### config.mk
export PLATFORM = sky130hd
export DESIGN_NAME = bcd_display_ctrl
export DESIGN_NICKNAME = d
export VERILOG_FILES = /design/src/rtl/bcd_display_ctrl.sv
export SDC_FILE = /design/constraint.sdc
export NUM_CORES = 1
export LEC_CHECK = 0
export CORE_MARGIN = 3
export CORE_UTILIZATION = 30
export CTS_CLUSTER_SIZE = 14
export DETAILED_ROUTE_END_ITERATION = 8
export MAX_ROUTING_LAYER = met4
export PLACE_DENSITY_LB_ADDON = 0.1
export SKIP_LAST_GASP = 1
export SLEW_MARGIN = 10
export SYNTH_ARGS = -nofsm -noshare
export SYNTH_HDL_FRONTEND = slang
export SYNTH_SLANG_ARGS = --single-unit
export TNS_END_PERCENT = 1
### constraint.sdc
create_clock -name clk -period 1.6 [get_ports clk]
set_clock_uncertainty 0.15 [all_clocks]
set_input_delay 0.32 -clock clk [delete_from_list [all_inputs] [get_ports clk]]
set_output_delay 0.32 -clock clk [all_outputs]
set_load 0.05 [all_outputs]
### src/rtl/bcd_display_ctrl.sv
// bcd_display_ctrl: request sequencer for a 4-digit 7-segment decoder.
// It accepts a number, dash or error request over valid/ready. Numbers are
// converted to BCD with a serial double-dabble, one shift per clock. The four
// digit codes are held steady until the next request completes.
module bcd_display_ctrl #(
  parameter int unsigned VALUE_W   = 14,
  parameter int unsigned MAX_VALUE = 9999,
  parameter int unsigned LZ_BLANK  = 0
) (
  input  logic               clk,
  input  logic               reset,
  input  logic               in_valid,
  output logic               in_ready,
  input  logic [VALUE_W-1:0] in_value,
  input  logic [1:0]         in_mode,
  output logic [3:0]         digit0,
  output logic [3:0]         digit1,
  output logic [3:0]         digit2,
  output logic [3:0]         digit3,
  output logic               disp_valid,
  output logic               upd
);

  localparam int unsigned BCD_W = 16;
  localparam int unsigned CNT_W = $clog2(VALUE_W + 1);

  localparam logic [1:0] MODE_NUM  = 2'b00;
  localparam logic [1:0] MODE_DASH = 2'b01;

  localparam logic [BCD_W-1:0] PAT_DASH  = 16'hDDDD;  // "----"
  localparam logic [BCD_W-1:0] PAT_ERR   = 16'hABBC;  // "Erro"
  localparam logic [3:0]       CODE_BLANK = 4'hF;

  typedef enum logic [1:0] {
    IDLE = 2'd0,
    CONV = 2'd1,
    LOAD = 2'd2
  } state_t;

  state_t             state;
  state_t             state_next;
  logic [VALUE_W-1:0] bin_sr;
  logic [BCD_W-1:0]   bcd_sr;
  logic [CNT_W-1:0]   cnt;
  logic               is_num;

  logic               accept_c;
  logic               num_ok_c;
  logic               conv_last_c;
  logic [BCD_W-1:0]   bcd_adj_c;
  logic [BCD_W-1:0]   load_digits_c;

  // Add 3 to every BCD nibble of 5 or more, ahead of the shift.
  function automatic logic [BCD_W-1:0] dabble_adj(input logic [BCD_W-1:0] b);
    logic [BCD_W-1:0] r;
    r = b;
    for (int i = 0; i < 4; i++) begin
      if (r[4*i +: 4] >= 4'd5) begin
        r[4*i +: 4] = r[4*i +: 4] + 4'd3;
      end
    end
    return r;
  endfunction

  // Turn leading zeros of digit3..digit1 into blanks; digit0 always stays.
  function automatic logic [BCD_W-1:0] lz_apply(input logic [BCD_W-1:0] d);
    logic [BCD_W-1:0] r;
    r = d;
    if (r[15:12] == 4'd0) begin
      r[15:12] = CODE_BLANK;
      if (r[11:8] == 4'd0) begin
        r[11:8] = CODE_BLANK;
        if (r[7:4] == 4'd0) begin
          r[7:4] = CODE_BLANK;
        end
      end
    end
    return r;
  endfunction

  // Ready only while idle and out of reset.
  assign in_ready = (state == IDLE) && !reset;

  // Request decode and datapath helpers.
  always_comb begin
    accept_c      = in_valid && in_ready;
    num_ok_c      = (in_mode == MODE_NUM) && (32'(in_value) <= 32'(MAX_VALUE));
    conv_last_c   = (cnt == CNT_W'(VALUE_W - 1));
    bcd_adj_c     = dabble_adj(bcd_sr);
    load_digits_c = bcd_sr;
    if ((LZ_BLANK != 0) && is_num) begin
      load_digits_c = lz_apply(bcd_sr);
    end
  end

  // State register.
  always_ff @(posedge clk) begin
    if (reset) begin
      state <= IDLE;
    end else begin
      state <= state_next;
    end
  end

  // Next-state logic.
  always_comb begin
    state_next = state;
    case (state)
      IDLE: begin
        if (accept_c) begin
          state_next = num_ok_c ? CONV : LOAD;
        end
      end
      CONV: begin
        if (conv_last_c) begin
          state_next = LOAD;
        end
      end
      LOAD:    state_next = IDLE;
      default: state_next = IDLE;
    endcase
  end

  // Shift registers: capture on accept, one double-dabble step per CONV cycle.
  always_ff @(posedge clk) begin
    if (reset) begin
      bin_sr <= '0;
      bcd_sr <= '0;
      cnt    <= '0;
      is_num <= 1'b0;
    end else begin
      case (state)
        IDLE: begin
          if (accept_c) begin
            cnt <= '0;
            if (num_ok_c) begin
              bin_sr <= in_value;
              bcd_sr <= '0;
              is_num <= 1'b1;
            end else begin
              // Fixed patterns ride through LOAD in the BCD register.
              bin_sr <= '0;
              bcd_sr <= (in_mode == MODE_DASH) ? PAT_DASH : PAT_ERR;
              is_num <= 1'b0;
            end
          end
        end
        CONV: begin
          bcd_sr <= {bcd_adj_c[BCD_W-2:0], bin_sr[VALUE_W-1]};
          bin_sr <= {bin_sr[VALUE_W-2:0], 1'b0};
          cnt    <= cnt + CNT_W'(1);
        end
        default: ;
      endcase
    end
  end

  // Display registers: only LOAD changes the digits, so nothing partial shows.
  always_ff @(posedge clk) begin
    if (reset) begin
      digit3     <= 4'hD;
      digit2     <= 4'hD;
      digit1     <= 4'hD;
      digit0     <= 4'hD;
      disp_valid <= 1'b0;
      upd        <= 1'b0;
    end else begin
      upd <= 1'b0;
      if (state == LOAD) begin
        digit3     <= load_digits_c[15:12];
        digit2     <= load_digits_c[11:8];
        digit1     <= load_digits_c[7:4];
        digit0     <= load_digits_c[3:0];
        disp_valid <= 1'b1;
        upd        <= 1'b1;
      end
    end
  end

endmodule

==> run metrics, run 1 <==
total negative slack=-1.09 ns; final hold viol count=0; Antenna Nets Post-Route=0; Worst Setup Start Kind=flop; first-pass GRT wire length=10,700 microns; drt wl/cell=13.3 microns; nets=399; CTS Root Cell=clkbuf_8; # DRC=0; Post-synth ARST share=0%; register area=1080 sq um; cell with the most instances after synthesis=dfxtp_1; Final Cycle Share=106%; Layout Utilization=46.9%; number of warnings issued by yosys=0; Top FF cell, synth=dfxtp_1; Cell Count, Final, Fillers Out=473; largest net degree at the start of global routing=22; violated checks=negative setup slack; ant diodes=0; Mapped Cells=287; Max Cap Violations=0; total leakage power=1.46 nW; TritonCTS clock tree=built; DRT iter0 DRCs=75; Ports=38; buffers added on ports=37; signal arrival time at the worst endpoint=~1.2 ns; post-synthesis sequential area ratio=44.3%; Post-DP HPWL=4690 microns; H-tree depth=2; total CTS buffers=5; Inst Count DP=460; routability cong.=between 0.8 and 0.9; initial antenna violation count=0; Syn Area/Cell=8.50 sq um; GR Overflow Total=0; synthesized flop and latch total=54; CTS Sinks=54; Yosys top cell by area=dfxtp_1; Slew HR=78.2%; Final setup viols=32; RSZ-0062 raised after global routing=yes; layout cells sized above 1=27.2%; area of the multi-input gates=1270 sq um; share of the synthesized area in the top cell type=44.3%; pwr dens=roughly 830 nW/um^2; worst slew pin tran=0.328 ns; Fillers=between 700 and 800; Max VDD drop=0.000430 V; Synth Net Count=316; clock slew at reported path FFs=0.11 ns; critical path data required time=1.13 ns; Post-synth EDFFs=0; post-route minimum period=1.70 ns; Vias/cell=4.85; Initial Util=31.2%; total wire length=6270 microns; clk buf depth=2; global-route usage over all layers=15.3%; Area growth, synth to finish=50.2%; Die Y-Extent=96.2 microns; Post-CTS Hold Buffers=0; WS Path Type=flop to primary output; top cells by area, synth=dfxtp_1 (44%), nand2_1 (7.2%), ha_1 (5.1%); drt pass-1 iters=4; hold_ws=0.331 ns; core area=a little under 8000 sq um; Die X=96.2 microns; Cell Area, Synth=2440 sq um; Hold Crit Class=input port to flop; CP endpoint kind=primary output; num rows=32; max-slew violations=0; crit path max fanout=3; vias in the first global route=2,276; Skew-Pair Late Insertion Delay=0.32 ns; die area=9250 sq um; Max Fclk=587 MHz; synth cell count leaders=dfxtp_1 (54), nand2_1 (47), a21oi_1 (17), nand3_1 (17), o21ai_0 (16); number of distinct library cells after synthesis=40; worst setup margin=-0.104 ns; total number of vias=2,295; status=complete, but fails checks
where the power goes:
group          total (mW)  switching (mW)  internal, mW  leakage [nW]
Clock               0.809           0.492         0.317        0.0483
Combinational       0.734           0.352         0.381         0.969
Sequential           1.49          0.0725          1.42         0.443
Total                3.03           0.917          2.11          1.46
worst paths after layout:
path	start	endpoint	slack, ns	cells after the start
min	reset	digit0[1]$_SDFFE_PP0P_	0.33	3
max	state[0]$_SDFFE_PP0P_	in_ready	-0.10	4
min reg2reg	bin_sr[0]$_SDFFE_PP0P_	bin_sr[0]$_SDFFE_PP0P_	0.34	1
max reg2reg	bcd_sr[13]$_SDFFE_PP0P_	bcd_sr[14]$_SDFFE_PP0P_	-0.08	6
registers in the layout, summed over array words and instances (netlist names), 2 cells and up:
| signal | flops |
|---|---|
| bin_sr | 14 |
| cnt | 4 |
| digit2 | 4 |
| digit3 | 4 |
| bcd_sr | 16 |
| state | 2 |
| digit0 | 4 |
| digit1 | 4 |
layout make-up:
cell class              instances  share of cell area (%)
clock buffers                   5                    1.88
inverters                      10                    1.02
flip-flops and latches         54                    29.6
clock inverters                 3                   0.717
well taps                     102                    3.48
multi-input cells             207                    34.8
repair buffers                 92                    28.5
what timing repair did:
item / 4_1_cts / 5_1_grt
endpoints found under the setup margin: 36 / 35
buffers inserted: 4 / 1
gates resized for setup: 7 / 3
pin swaps: 3 / 2
per-layer routing:
| layer | vias to the layer above | wire, microns | track usage (%) | share of wire, % |
|---|---|---|---|---|
| met5 | - | 0 | - | 0 |
| met1 | 1053 | 2850 | 18.7 | 45 |
| met2 | 56 | 3040 | 25.1 | 48 |
| met4 | 0 | 114 | 5.09 | 1.8 |
| met3 | 9 | 266 | 2.97 | 4.2 |
| li1 | 1177 | - | - | - |
layout by cell type (no fill, tap or decap), types with 4 or more instances in the layout:
cell type,count
inv_1,10
buf_4,47
nand2_1,47
nor2_1,14
o211ai_1,5
a31oi_1,7
o21ai_1,14
a22oi_1,13
clkdlybuf4s50_1,16
ha_1,10
clkbuf_8,5
or3_1,5
a21oi_1,15
xnor2_1,4
nand2b_1,6
o21ai_0,16
nand3_1,17
dfxtp_1,52
buf_12,24
cells by family (layout without fill, tap and decap cells):
| group | after synthesis | in the layout | share of synthesized area (%) |
|---|---|---|---|
| fa+ha+maj | 10 | 10 | 5.13 |
| buf+inv | 26 | 110 | 5.03 |
| simple gates | 105 | 105 | 21.0 |
| compound gates | 83 | 83 | 21.0 |
| mux | 2 | 2 | 0.923 |
| flops | 54 | 54 | 44.3 |
| xor+xnor | 7 | 7 | 2.51 |
worst max-delay path, cell delays in order, from the launching register on:
cell and delay (ns):
dfxtp_2 0.35, buf_6 0.12, buf_6 0.11, nor3_4 0.18, buf_12 0.16
through the flow:
| stage | setup WS, ns | area [sq um] | total power [mW] |
|---|---|---|---|
| finish | -0.104 | 3660 | 3.03 |
| detailed placement | -0.586 | 3480 | 2.24 |
| global placement | -0.550 | 3480 | 2.23 |
| global route | -0.174 | 3660 | 3.18 |
| floorplan | -0.00702 | 2460 | 1.85 |
| CTS | -0.120 | 3640 | 3.05 |
Note: power is estimated with default switching activity, not from simulation.
==> inputs of run 2 (changes only) <==
- REMOVE_ABC_BUFFERS: default -> 1
==> run 2 against run 1 <==
The flow still finishes with violations (negative setup slack); global-route usage shrank 0.68 points; register-to-register slack gained 0.02 ns; non-clock buffer count grew 15; sequential power is essentially flat; hold slack lost 0.13 ns; power grew 1.1%; combinational power grew 4.1%; clock power grew 0.6%; critical path depth grew 1; sequential cell count is the same; first-iteration DRC count grew 21%; core utilization grew 2.4 points.
==> run metrics, run 2 (same netlist as run 1, synthesis figures left out) <==
TritonCTS clock tree=built; Sequential Power Share=48.5%; Largest Register=bcd_sr; total wire length=6290 microns; Cell Count, Final, Fillers Out=488; total number of vias=2,360; Final Cycle Share=106%; WS Path Type=input port to flop; Inst Count DP=476; drt pass-1 iters=4; H-tree depth=2; internal power=2.17 mW; slowest stage delay, CP=between 0.5 and 0.6 ns; Switch Pwr=around 0.9 mW; critical path data required time=~1.7 ns; worst slew pin tran=0.298 ns; Max Fclk=592 MHz; Worst path slowest cell=or4b_4; die area=9250 sq um; switching part of the total power=around 29%; worst setup path start=in_valid; vias in the first global route=2,173; CP endpoint kind=flop; RSZ-0062 raised after global routing=yes; largest net degree at the start of global routing=22; initial antenna violation count=0; total leakage power=around 1.6 nW; critical register-to-register path startpoint=state[0]$_SDFFE_PP0P_; max-slew violations=0; routability cong.=roughly 0.77; Die X=96.2 microns; global-route usage over all layers=14.6%; ant diodes=0; hold_ws=0.204 ns; clock network power share=26.5%; top flop regs=bcd_sr x16, bin_sr x14; Skew-Pair Late Insertion Delay=roughly 0.31 ns; clk buf depth=2; # DRC=0; dpl ws=-0.543 ns; Antenna Nets Post-Route=0; nets=414; Post-DP HPWL=4590 microns; final hold viol count=0; first-pass GRT wire length=10,200 microns; Post-CTS Hold Buffers=0; Max VDD drop=0.000326 V; reg-to-reg slack, setup=-0.06 ns; Hold Crit Class=input port to flop; worst setup margin=-0.0904 ns; DRT iter0 DRCs=between 90 and 100; Vias/cell=4.84; Slew HR=about four fifths; clock slew at reported path FFs=roughly 0.10 ns; drt wl/cell=12.9 microns; CTS Root Cell=clkbuf_8; layout cells sized above 1=34.2%; GR Overflow Total=0; Ports=38; combinational share of power=approximately 25%; min-delay src=in_value[8]; crit path max fanout=7; Final setup viols=33; buffers added on ports=37; post-route minimum period=1.69 ns; Initial Util=31.2%; Worst Setup Start Kind=input port; signal arrival time at the worst endpoint=1.74 ns; register area=1090 sq um; most common cell after layout, fill and taps aside=buf_4; pwr dens=between 700 and 800 nW/um^2; max FFs per register=16; most frequent cells in the layout=buf_4 (60), dfxtp_1 (48), nand2_1 (47), buf_12 (24), nand3_1 (17); total CTS buffers=5; Critical Path, Cell by Cell=clkdlybuf4s50_1 -> or4b_4 -> o21ai_2 -> buf_4 -> a31oi_1; Die Y-Extent=96.2 microns; Max Cap Violations=0; area of the multi-input gates=about 1300 sq um; violated checks=negative setup slack; core area=about 7800 sq um; total negative slack=-1.23 ns; CTS Sinks=54; status=complete, but fails checks; num rows=32; Area growth, synth to finish=57.9%; Fillers=just under 800
run 2: path summary, 6_finish.rpt:
check,end,cells after the start
hold / removal,bin_sr[8]$_SDFFE_PP0P_,4
setup reg to reg,bcd_sr[3]$_SDFFE_PP0P_,4
setup / recovery,bcd_sr[3]$_SDFFE_PP0P_,5
hold reg to reg,bin_sr[0]$_SDFFE_PP0P_,1
run 2: layout make-up:
class / instances / area share (%)
inverter: 10 / 0.975
clock inverter: 2 / 0.325
timing repair buffer: 107 / 30.7
tap: 102 / 3.31
multi-input combinational: 207 / 34.2
sequential: 54 / 28.3
clock buffer: 6 / 2.14
run 2: critical path, delay by kind of cell:
kind                   cells  cell delay (ns)
AOI/OAI and AO/OA          2             0.23
and+or+nand+nor            1             0.56
buffers and inverters      2             0.63
run 2: what timing repair did:
action | 4_1_cts | 5_1_grt
cloned | 0 | 1
gates resized for setup | 20 | 21
setup buffers | 1 | 2
pin swaps | 5 | 6
setup endpoints to repair | 36 | 36
run 2: power groups by stage:
stage | registers, mW | clock network [mW] | logic, mW
6_report | 1.49 | 0.814 | 0.764
2_1_floorplan | 1.59 | 0 | 0.231
3_3_place_gp | 1.51 | 0 | 0.733
3_5_place_dp | 1.51 | 0 | 0.741
5_1_grt | 1.50 | 0.889 | 0.833
4_1_cts | 1.48 | 0.845 | 0.751
run 2: per-stage QoR:
step | total power [mW] | util, % | cell area (sq um)
finish | 3.07 | 49.3 | 3850
global route | 3.22 | 49.3 | 3850
CTS | 3.08 | 47.9 | 3740
detailed placement | 2.26 | 46.1 | 3600
global placement | 2.25 | 46.1 | 3600
floorplan | 1.82 | - | 2350
run 2: per-layer routing:
layer  vias to the layer above  GRT usage (%)  routed length [microns]
met5                         -              -                        0
met3                         8           2.35                      205
met1                      1099           18.9                     3090
li1                       1206              -                        -
met4                         0           3.91                       60
met2                        47           23.5                     2940
==> inputs of run 3 (changes only) <==
- RECOVER_POWER: default -> 100
==> run 3 against run 2 <==
Critical path depth is the same; count of clock-buffer cells in the layout is the same; die area is the same; core utilization decreased by 3.7 points; sequential cell count is the same; setup slack got worse by 0.0024 ns; global-route usage unchanged; first-iteration DRC count up 9.9%; register-to-register slack is essentially flat; the run still ends with negative setup slack left; hold slack is essentially flat; final cell count is the same; sequential share of layout area up 2.3 points.
==> run metrics, run 3 (same netlist as run 1, synthesis figures left out) <==
worst slew pin tran=0.466 ns; switching part of the total power=~30%; initial antenna violation count=0; most common cell after layout, fill and taps aside=buf_4; core area=7810 sq um; combinational share of power=a little under a quarter; Skew-Pair Late Insertion Delay=0.31 ns; Inst Count DP=approximately 480; CP endpoint kind=flop; vias in the first global route=2,173; Antenna Nets Post-Route=0; DP Area=3600 sq um; area of the multi-input gates=1320 sq um; DRT iter0 DRCs=100; post-route minimum period=1.69 ns; Layout Utilization=between 40% and 50%; total wire length=6350 microns; Final Cycle Share=106%; crit path max fanout=7; H-tree depth=2; most frequent cells in the layout=buf_4 (59), dfxtp_1 (48), nand2_1 (47), clkbuf_2 (20), nand3_1 (17); internal power=just over 2 mW; Final setup viols=33; total leakage power=1.47 nW; critical path data required time=around 1.7 ns; hold_ws=0.204 ns; Slew HR=69.0%; total number of vias=2,370; max FFs per register=16; Sequential Power Share=49.6%; Vias/cell=approximately 4.9; Die Y-Extent=96.2 microns; buffers added on ports=37; top flop regs=bcd_sr x16, bin_sr x14; Max VDD drop=roughly 0.00033 V; die area=9250 sq um; clk buf depth=2; clock slew at reported path FFs=approximately 0.1 ns; # DRC=0; GRT busiest layer=met2; worst setup margin=-0.0928 ns; drt pass-1 iters=4; global-route usage over all layers=14.6%; violated checks=negative setup slack; post-layout instance area=~3600 sq um; Switch Pwr=0.889 mW; largest net degree at the start of global routing=22; register area=1090 sq um; Post-DP HPWL=4590 microns; Area growth, synth to finish=46.1%; Initial Util=a little under a third; Worst Setup Start Kind=input port; total negative slack=-1.23 ns; Ports=38; clock network power share=27.7%; Pwr Total=2.97 mW; layout cells sized above 1=34.2%; M1 GR Usage=18.9%; CTS Sinks=54; WS Path Type=input port to flop; first-pass GRT wire length=10,200 microns; nets=between 400 and 500; pwr dens=832 nW/um^2; drt wl/cell=between 10 and 15 microns; dpl ws=-0.543 ns; ant diodes=0; num rows=32; Die X=96.2 microns; Max Fclk=about 590 MHz; met2 Usage GRT=23.5%; status=complete, but fails checks; Max Cap Violations=0; final hold viol count=0; RSZ-0062 raised after global routing=yes; Fillers=between 800 and 900; GR Overflow Total=0; Cell Count, Final, Fillers Out=488; max-slew violations=0; routability cong.=0.773; CTS Root Cell=clkbuf_8; signal arrival time at the worst endpoint=1.74 ns; TritonCTS clock tree=built; met3 Use GR=2.35%; Largest Register=bcd_sr; Hold Crit Class=input port to flop; total CTS buffers=5
-- run 3: layer usage --
layer / wire, microns / up-vias
met5: 0 / -
met2: 2910 / 55
met1: 3100 / 1100
met3: 279 / 8
li1: - / 1207
met4: 60 / 0
-- run 3: path summary, 6_finish.rpt --
path / startpoint / endpoint / slack (ns) / depth (start not counted)
setup reg to reg: state[0]$_SDFFE_PP0P_ / bcd_sr[3]$_SDFFE_PP0P_ / -0.07 / 4
hold reg to reg: digit1[1]$_SDFFE_PP0P_ / digit1[1]$_SDFFE_PP0P_ / 0.31 / 2
hold / removal: in_value[8] / bin_sr[8]$_SDFFE_PP0P_ / 0.20 / 4
setup / recovery: in_valid / bcd_sr[3]$_SDFFE_PP0P_ / -0.09 / 5
-- run 3: area by class of cell --
type | count | area share [%]
Clock buffer | 6 | 2.32
Tap cell | 102 | 3.58
Inverter | 10 | 1.05
Timing Repair Buffer | 107 | 25.1
Multi-Input combinational cell | 207 | 37.0
Clock inverter | 2 | 0.351
Sequential cell | 54 | 30.6
-- run 3: critical path, cell delays in order --
cell and delay, ns:
clkdlybuf4s50_1 0.48, or4b_4 0.56, o21ai_2 0.19, buf_4 0.15
a31oi_1 0.04
-- run 3: timing repair --
item | in CTS | in global routing
endpoints found under the setup margin | 36 | 36
pin swaps | 5 | 6
hold buffers | 0 | 0
cloned | 0 | 1
setup buffers | 1 | 2
gates resized for setup | 20 | 21
-- run 3: power groups by stage --
| stage | clock network, mW | logic (mW) | registers [mW] |
|---|---|---|---|
| 2_1_floorplan | 0 | 0.231 | 1.59 |
| 3_3_place_gp | 0 | 0.733 | 1.51 |
| 3_5_place_dp | 0 | 0.741 | 1.51 |
| 4_1_cts | 0.845 | 0.751 | 1.48 |
| 5_1_grt | 0.889 | 0.741 | 1.48 |
| 6_report | 0.821 | 0.674 | 1.47 |
